[config.mk]
export PLATFORM = sky130hd
export DESIGN_NAME = instruction_fetch_unit
export DESIGN_NICKNAME = d
export VERILOG_FILES = /design/src/rtl/instruction_fetch_unit.sv
export SDC_FILE = /design/constraint.sdc
export NUM_CORES = 1
export LEC_CHECK = 0
export ABC_AREA = 1
export ABC_CLOCK_PERIOD_IN_PS = 2700
export CAP_MARGIN = 20
export CORE_MARGIN = 1
export CORE_UTILIZATION = 43
export CTS_BUF_LIST = sky130_fd_sc_hd__clkbuf_4 sky130_fd_sc_hd__clkbuf_8
export DETAILED_ROUTE_END_ITERATION = 6
export PLACE_DENSITY = 0.83
export SLEW_MARGIN = 20
export SYNTH_ARGS = -nofsm -noshare
export SYNTH_HDL_FRONTEND = slang
export SYNTH_SLANG_ARGS = --single-unit
[constraint.sdc]
create_clock -name clk -period 2.7 [get_ports clk]
set_input_delay 0.54 -clock clk [delete_from_list [all_inputs] [get_ports clk]]
set_output_delay 0.54 -clock clk [all_outputs]
set_load 0.05 [all_outputs]
[src/rtl/instruction_fetch_unit.sv]
// Instruction fetch unit: owns the fetch PC, drives a 1-cycle synchronous instruction memory
// and hands {pc, instr} to decode over valid/ready. Optional perf counters: IFU_PERF_CNT_EN.
module instruction_fetch_unit #(
    parameter logic [31:0] RESET_PC = 32'h0000_0000,
    localparam int unsigned XLEN = 32
) (
    input  logic            clk,
    input  logic            rst_n,
    input  logic            fetch_en,
    input  logic            redirect_valid,
    input  logic [XLEN-1:0] redirect_pc,
    output logic [XLEN-1:0] imem_addr,
    input  logic [XLEN-1:0] imem_rdata,
    output logic            if_valid,
    input  logic            if_ready,
    output logic [XLEN-1:0] if_pc,
    output logic [XLEN-1:0] if_instr,
    output logic [XLEN-1:0] perf_fetch_cnt,
    output logic [XLEN-1:0] perf_stall_cnt,
    output logic [XLEN-1:0] perf_redir_cnt
);

    localparam logic [XLEN-1:0] ALIGN_MASK = ~XLEN'(32'd3);
    localparam logic [XLEN-1:0] INSN_BYTES = XLEN'(32'd4);

    typedef enum logic {
        IDLE = 1'b0,
        RUN  = 1'b1
    } state_e;

    state_e          state_q;
    state_e          state_d;
    logic [XLEN-1:0] pc_q;
    logic [XLEN-1:0] resp_pc_q;
    logic            resp_valid_q;
    logic [XLEN-1:0] redir_tgt;
    logic            run_en;
    logic            stall;
    logic            issue;
    logic            replay;

    // Run/halt FSM; fetch_en takes effect on issue in the same cycle it changes.
    always_comb begin
        state_d = state_q;
        run_en  = 1'b0;
        case (state_q)
            IDLE: begin
                if (fetch_en) begin
                    state_d = RUN;
                    run_en  = 1'b1;
                end
            end
            RUN: begin
                if (fetch_en) begin
                    run_en = 1'b1;
                end else begin
                    state_d = IDLE;
                end
            end
            default: state_d = IDLE;
        endcase
    end

    // Address select: redirect beats replay-on-stall beats sequential fetch.
    always_comb begin
        redir_tgt = redirect_pc & ALIGN_MASK;
        stall     = resp_valid_q && !if_ready;
        imem_addr = pc_q;
        issue     = 1'b0;
        replay    = 1'b0;
        if (redirect_valid) begin
            imem_addr = redir_tgt;
            issue     = run_en;
        end else if (stall) begin
            imem_addr = resp_pc_q;
            replay    = 1'b1;
        end else if (run_en) begin
            issue = 1'b1;
        end
    end

    always_ff @(posedge clk or negedge rst_n) begin
        if (!rst_n) begin
            state_q <= IDLE;
        end else begin
            state_q <= state_d;
        end
    end

    // Response tracking: a replay holds everything so the memory re-reads the same word.
    always_ff @(posedge clk or negedge rst_n) begin
        if (!rst_n) begin
            pc_q         <= RESET_PC;
            resp_pc_q    <= RESET_PC;
            resp_valid_q <= 1'b0;
        end else if (issue) begin
            resp_pc_q    <= imem_addr;
            resp_valid_q <= 1'b1;
            pc_q         <= imem_addr + INSN_BYTES;
        end else if (!replay) begin
            resp_valid_q <= 1'b0;
            if (redirect_valid) begin
                pc_q <= imem_addr;
            end
        end
    end

    assign if_valid = resp_valid_q;
    assign if_pc    = resp_pc_q;
    assign if_instr = imem_rdata;

`ifdef IFU_PERF_CNT_EN
    logic [XLEN-1:0] fetch_cnt_q;
    logic [XLEN-1:0] stall_cnt_q;
    logic [XLEN-1:0] redir_cnt_q;

    // Free-running event counters, wrapping at 2^32.
    always_ff @(posedge clk or negedge rst_n) begin
        if (!rst_n) begin
            fetch_cnt_q <= '0;
            stall_cnt_q <= '0;
            redir_cnt_q <= '0;
        end else begin
            if (resp_valid_q && if_ready) fetch_cnt_q <= fetch_cnt_q + XLEN'(32'd1);
            if (stall)                    stall_cnt_q <= stall_cnt_q + XLEN'(32'd1);
            if (redirect_valid)           redir_cnt_q <= redir_cnt_q + XLEN'(32'd1);
        end
    end

    assign perf_fetch_cnt = fetch_cnt_q;
    assign perf_stall_cnt = stall_cnt_q;
    assign perf_redir_cnt = redir_cnt_q;
`else
    assign perf_fetch_cnt = '0;
    assign perf_stall_cnt = '0;
    assign perf_redir_cnt = '0;
`endif

endmodule

Word-level counts from Yosys, hierarchy flattened:

Cells that the tools add are included.

* flip-flop bits (word level): 65
* bits in latches: 0
* memory bits (writable): 0
* bits in read-only memories: 0
* output and inout port bits: 193
* logic and storage cells: 22
* memories: 0

* add/subtract/negate cells: 1
* multiply operators: 0
* divide/modulo/power cells: 0
* magnitude comparators: 0
* equality and inequality tests: 1
* shift operators: 0
* muxes and demuxes: 13
* bitwise logic cells: 0
* reductions and logical operators: 4

Operator list (number)
* 32-bit 2-to-1 mux: 5
* 32-bit by 3-bit adder with 32-bit output (second input constant): 1
* 1-bit 2-to-1 mux: 8
* 2-bit inequality test (second input constant): 1
* 2-bit AND reduction: 1
* 2-bit nonzero test: 1
* 1-bit logical AND: 1
* 1-bit zero test: 1

Depth between registers and ports, before layout:

* depth in word-level cells: 7
* gate-level depth with buffers: 16
* mapped depth without buffers: 15

Worst setup path before layout:

OpenSTA, ideal clock, no wires.

* path kind: register to register
* start point: reg resp_valid_q, in the netlist if_valid
* end point: reg pc_q[8]
* library setup time: 0.130 ns
* arrival time: 2.576 ns
* required time: 2.570 ns
* slack: -0.006 ns
* stages on the path, launching flop included: 13
* path buffers: 2
* clock period less this slack: 2.706 ns
* path through: dfrtp_1 > buf_6 > buf_2 > nand3_1 > nand3_1 > nand2_1 > inv_1 > ha_1 > nand2_1 > nor2_1 > nand2_1 > o21ai_0 > o22ai_1

RTL lines
* start: declaration: RTL line 35 `logic resp_valid_q;`
* start signal: assignment: RTL line 95 `resp_valid_q <= 1'b0;`
* start signal: assignment: RTL line 98 `resp_valid_q <= 1'b1;`
* start signal: assignment: RTL line 101 `resp_valid_q <= 1'b0;`
* 1-bit logical AND: RTL line 67 `stall = resp_valid_q && !if_ready;`
* 32-bit 2-to-1 mux: RTL line 74 `end else if (stall) begin`
* 32-bit 2-to-1 mux: RTL line 71 `if (redirect_valid) begin`
* named net imem_addr[2]: RTL line 12 `output logic [XLEN-1:0] imem_addr,`
* 32-bit by 3-bit adder with 32-bit output: RTL line 99 `pc_q <= imem_addr + INSN_BYTES;`
* 32-bit 2-to-1 mux: RTL line 96 `end else if (issue) begin`
* end signal: assignment: RTL line 99
* end signal: assignment: RTL line 103 `pc_q <= imem_addr;`
* end: declaration: RTL line 33 `logic [XLEN-1:0] pc_q;`

The timed path passes the listed nets, and every way through them passes these cells. The select of a mux whose other input is x is not followed.
A chain may end at the register's enable or synchronous reset.

Worst setup path in the final report:

* start point: in redirect_valid
* end point: out imem_addr[24]

* longest elaborated chain between the ends: 1

Ends and longest elaborated chain
* start: declaration: RTL line 10 `input logic redirect_valid,`
* 32-bit 2-to-1 mux: RTL line 71
* end: declaration: RTL line 12

Every way passes these cells.

==> results.sh <==
export IMPL_rsz0062_at_grt="false"
export IMPL_wl_met3_um=1420
export IMPL_slew_headroom_pct=63.1
export IMPL_worst_pin_slew_ps=552
export IMPL_yosysWarnings=0
export IMPL_h_tree_depth=3
export IMPL_insertion_delay_ps=360
export IMPL_setup_violations=0
export IMPL_powerDensity_mw_per_mm2=603
export IMPL_r2r_start="if_valid"
export IMPL_grt_pass1_vias=4937
export IMPL_tns_ps=0
export IMPL_fin_nets=976
export IMPL_clockRootBuffer="clkbuf_8"
export IMPL_timing_worst_setup_path_type="in -> out"
export IMPL_register_area_mm2=0.00163
export IMPL_peakVddDrop_mv=0.301
export IMPL_die_x_um=116
export IMPL_wl_um=15200
export IMPL_clock_sinks=65
export IMPL_seq_area_frac_synth_pct=29.0
export IMPL_post_drt_wl_per_cell_um=14.0
export IMPL_dp_cells=1060
export IMPL_drc_errors=2
export IMPL_synth_edf_count=0
export IMPL_hold_viol_final=0
export IMPL_stdcell_count=1083
export IMPL_yosysTopAreaCellShare_pct=29.0
export IMPL_die_height_um=116
export IMPL_netlist_instances=801
export IMPL_layout_worst_path_cycle_share_pct=97.2
export IMPL_cts_tree="built"
export IMPL_cap_violations=0
export IMPL_timing_fmax_ghz=0.381
export IMPL_slew_violations=0
export IMPL_status="finished, violations left"
export IMPL_grt_max_degree=66
export IMPL_drtIter0Drc=358
export IMPL_p_leak_nw=3.48
export IMPL_design_core_area_mm2=0.0127
export IMPL_io_pins=262
export IMPL_finalCriticalPeriod_ps=2620
export IMPL_viasPerCell=4.91
export IMPL_cts_buffers=9
export IMPL_ys_dominant_reg_cell="dfrtp_1"
export IMPL_synthDistinctLibCells=33
export IMPL_finalWeightedCongestion=0.904
export IMPL_route_met2_wl_um=6920
export IMPL_syn_to_final_growth_pct=24.7
export IMPL_crit_start="redirect_valid"
export IMPL_vias=5321
export IMPL_cts_hold_fix_buffers=0
export IMPL_cp_data_arrival_time_ps=2080
export IMPL_grt_pass1_wl_um=24200
export IMPL_antenna_found_initial=0
export IMPL_synth_top_area_cell="dfrtp_1"
export IMPL_synth_commonest_cells="227 x nand2_1, 131 x buf_4, 93 x nand3_1"
export IMPL_worstSetupEndpointType="output port"
export IMPL_violations="design-rule violations"
export IMPL_firstDrtPassIters=7
export IMPL_max_clock_path_buffers=2
export IMPL_ant_nets=0
export IMPL_rows=41
export IMPL_synth_area_leaders="dfrtp_1 29%, buf_4 18%, nand2_1 15%, nand3_1 8.3%, o21ai_0 4.4%"
export IMPL_synth_most_common_cell="nand2_1"
export IMPL_worstSetupStartpointType="input pin"
export IMPL_grt_overflow=0
export IMPL_synth_async_reset_ratio_pct=100
export IMPL_grt_use_total_pct=23.1
export IMPL_netlist_area_mm2=0.00561
export IMPL_io_buffers=99
export IMPL_avgSynthCellArea_um2=7.01
export IMPL_drive_gt1_share_pct=23.5
export IMPL_min_path_type="in -> async"
export IMPL_multi_input_area_mm2=0.00293
export IMPL_critical_path_required_ps=2160
export IMPL_n_fill_cell=1170
export IMPL_start_util_pct=44.3
export IMPL_dr_max_layer_used="met4"
export IMPL_met1Wirelength_um=6260
export IMPL_crit_fanout=29
export IMPL_ys_seq_elements=65
export IMPL_diodes=0
export IMPL_dp_hpwl_um=10800
export IMPL_skew_ps=13.8
export IMPL_clkTransAtPathRegs_ps=80
export IMPL_die_area_mm2=0.0135
## cell usage in the layout, fill, tap and decap left out, drive strengths merged, types with 10 or more instances in the layout
cell / n
buf: 93
clkbuf: 10
clkdlybuf4s50: 64
conb: 96
dfrtp: 65
inv: 55
nand2: 258
nand3: 105
nor2: 49
o21ai: 57
or2: 24
## per-stage QoR
stage	area [µm²]	utilization (%)	hold WS, ps	setup WS, ps	total power, W
finish	7000	55.2	196	75.5	0.00422
global route	7000	55.2	219	27.2	0.00443
floorplan	5970	-	244	17.2	0.00278
CTS	6920	54.6	209	1.82	0.00420
detailed placement	6700	52.9	470	2.99	0.00326
global placement	6700	52.9	465	35.2	0.00323
## worst paths after layout
kind                                      end  slack [ps]  cells after the start
worst max-delay path            imem_addr[24]          80                      7
worst min-delay path                 if_pc[4]         200                      2
worst max register to register        pc_q[8]         400                     11
worst min register to register       pc_q[23]         490                      2
max in group asynchronous            if_valid        2210                      2
min in group clk                     pc_q[23]         490                      2
## state kept, by name (all words and copies together) (netlist names)
register / cells
if_pc: 32
if_valid: 1
pc_q: 32
## report_power, final
part | internal [W] | switching (W) | total [W]
registers | 0.00112 | 0.000107 | 0.00122
logic | 0.000673 | 0.00138 | 0.00206
clock network | 0.000519 | 0.000417 | 0.000936
## logic make-up (layout without fill, tap and decap cells)
family,after synthesis,after routing,share of synthesized area [%]
compound gates,63,63,5.66
flops,65,65,29.0
simple gates,450,450,39.4
other cells,1,96,0.0668
buf+inv,218,233,25.2
xor+xnor,3,3,0.468
fa+ha+maj,1,1,0.223
## layer usage
| layer | global-route usage, % | up-vias |
|---|---|---|
| li1 | - | 2521 |
| met1 | 29.2 | 2445 |
| met2 | 37.2 | 297 |
| met3 | 4.67 | 58 |
| met4 | 12.2 | 0 |
| met5 | 0 | - |
## area by class of cell
class,instances,area share [%]
flip-flops and latches,65,23.3
clock inverters,7,1.36
repair buffers,159,25.4
clock buffers,9,1.77
well taps,172,3.08
inverters,58,3.29
multi-input cells,613,41.9
## critical path: stages
cell             delay (ps)
clkdlybuf4s50_1         530
inv_4                   100
buf_12                  170
or2_2                   290
nand2_2                 150
inv_1                   120
buf_12                  160
## repair_timing
item,4_1_cts,5_1_grt
resized for setup,0,3
endpoints found under the setup margin,0,19
buffers inserted,0,6
No activity file was read; power rests on OpenSTA's default activity.
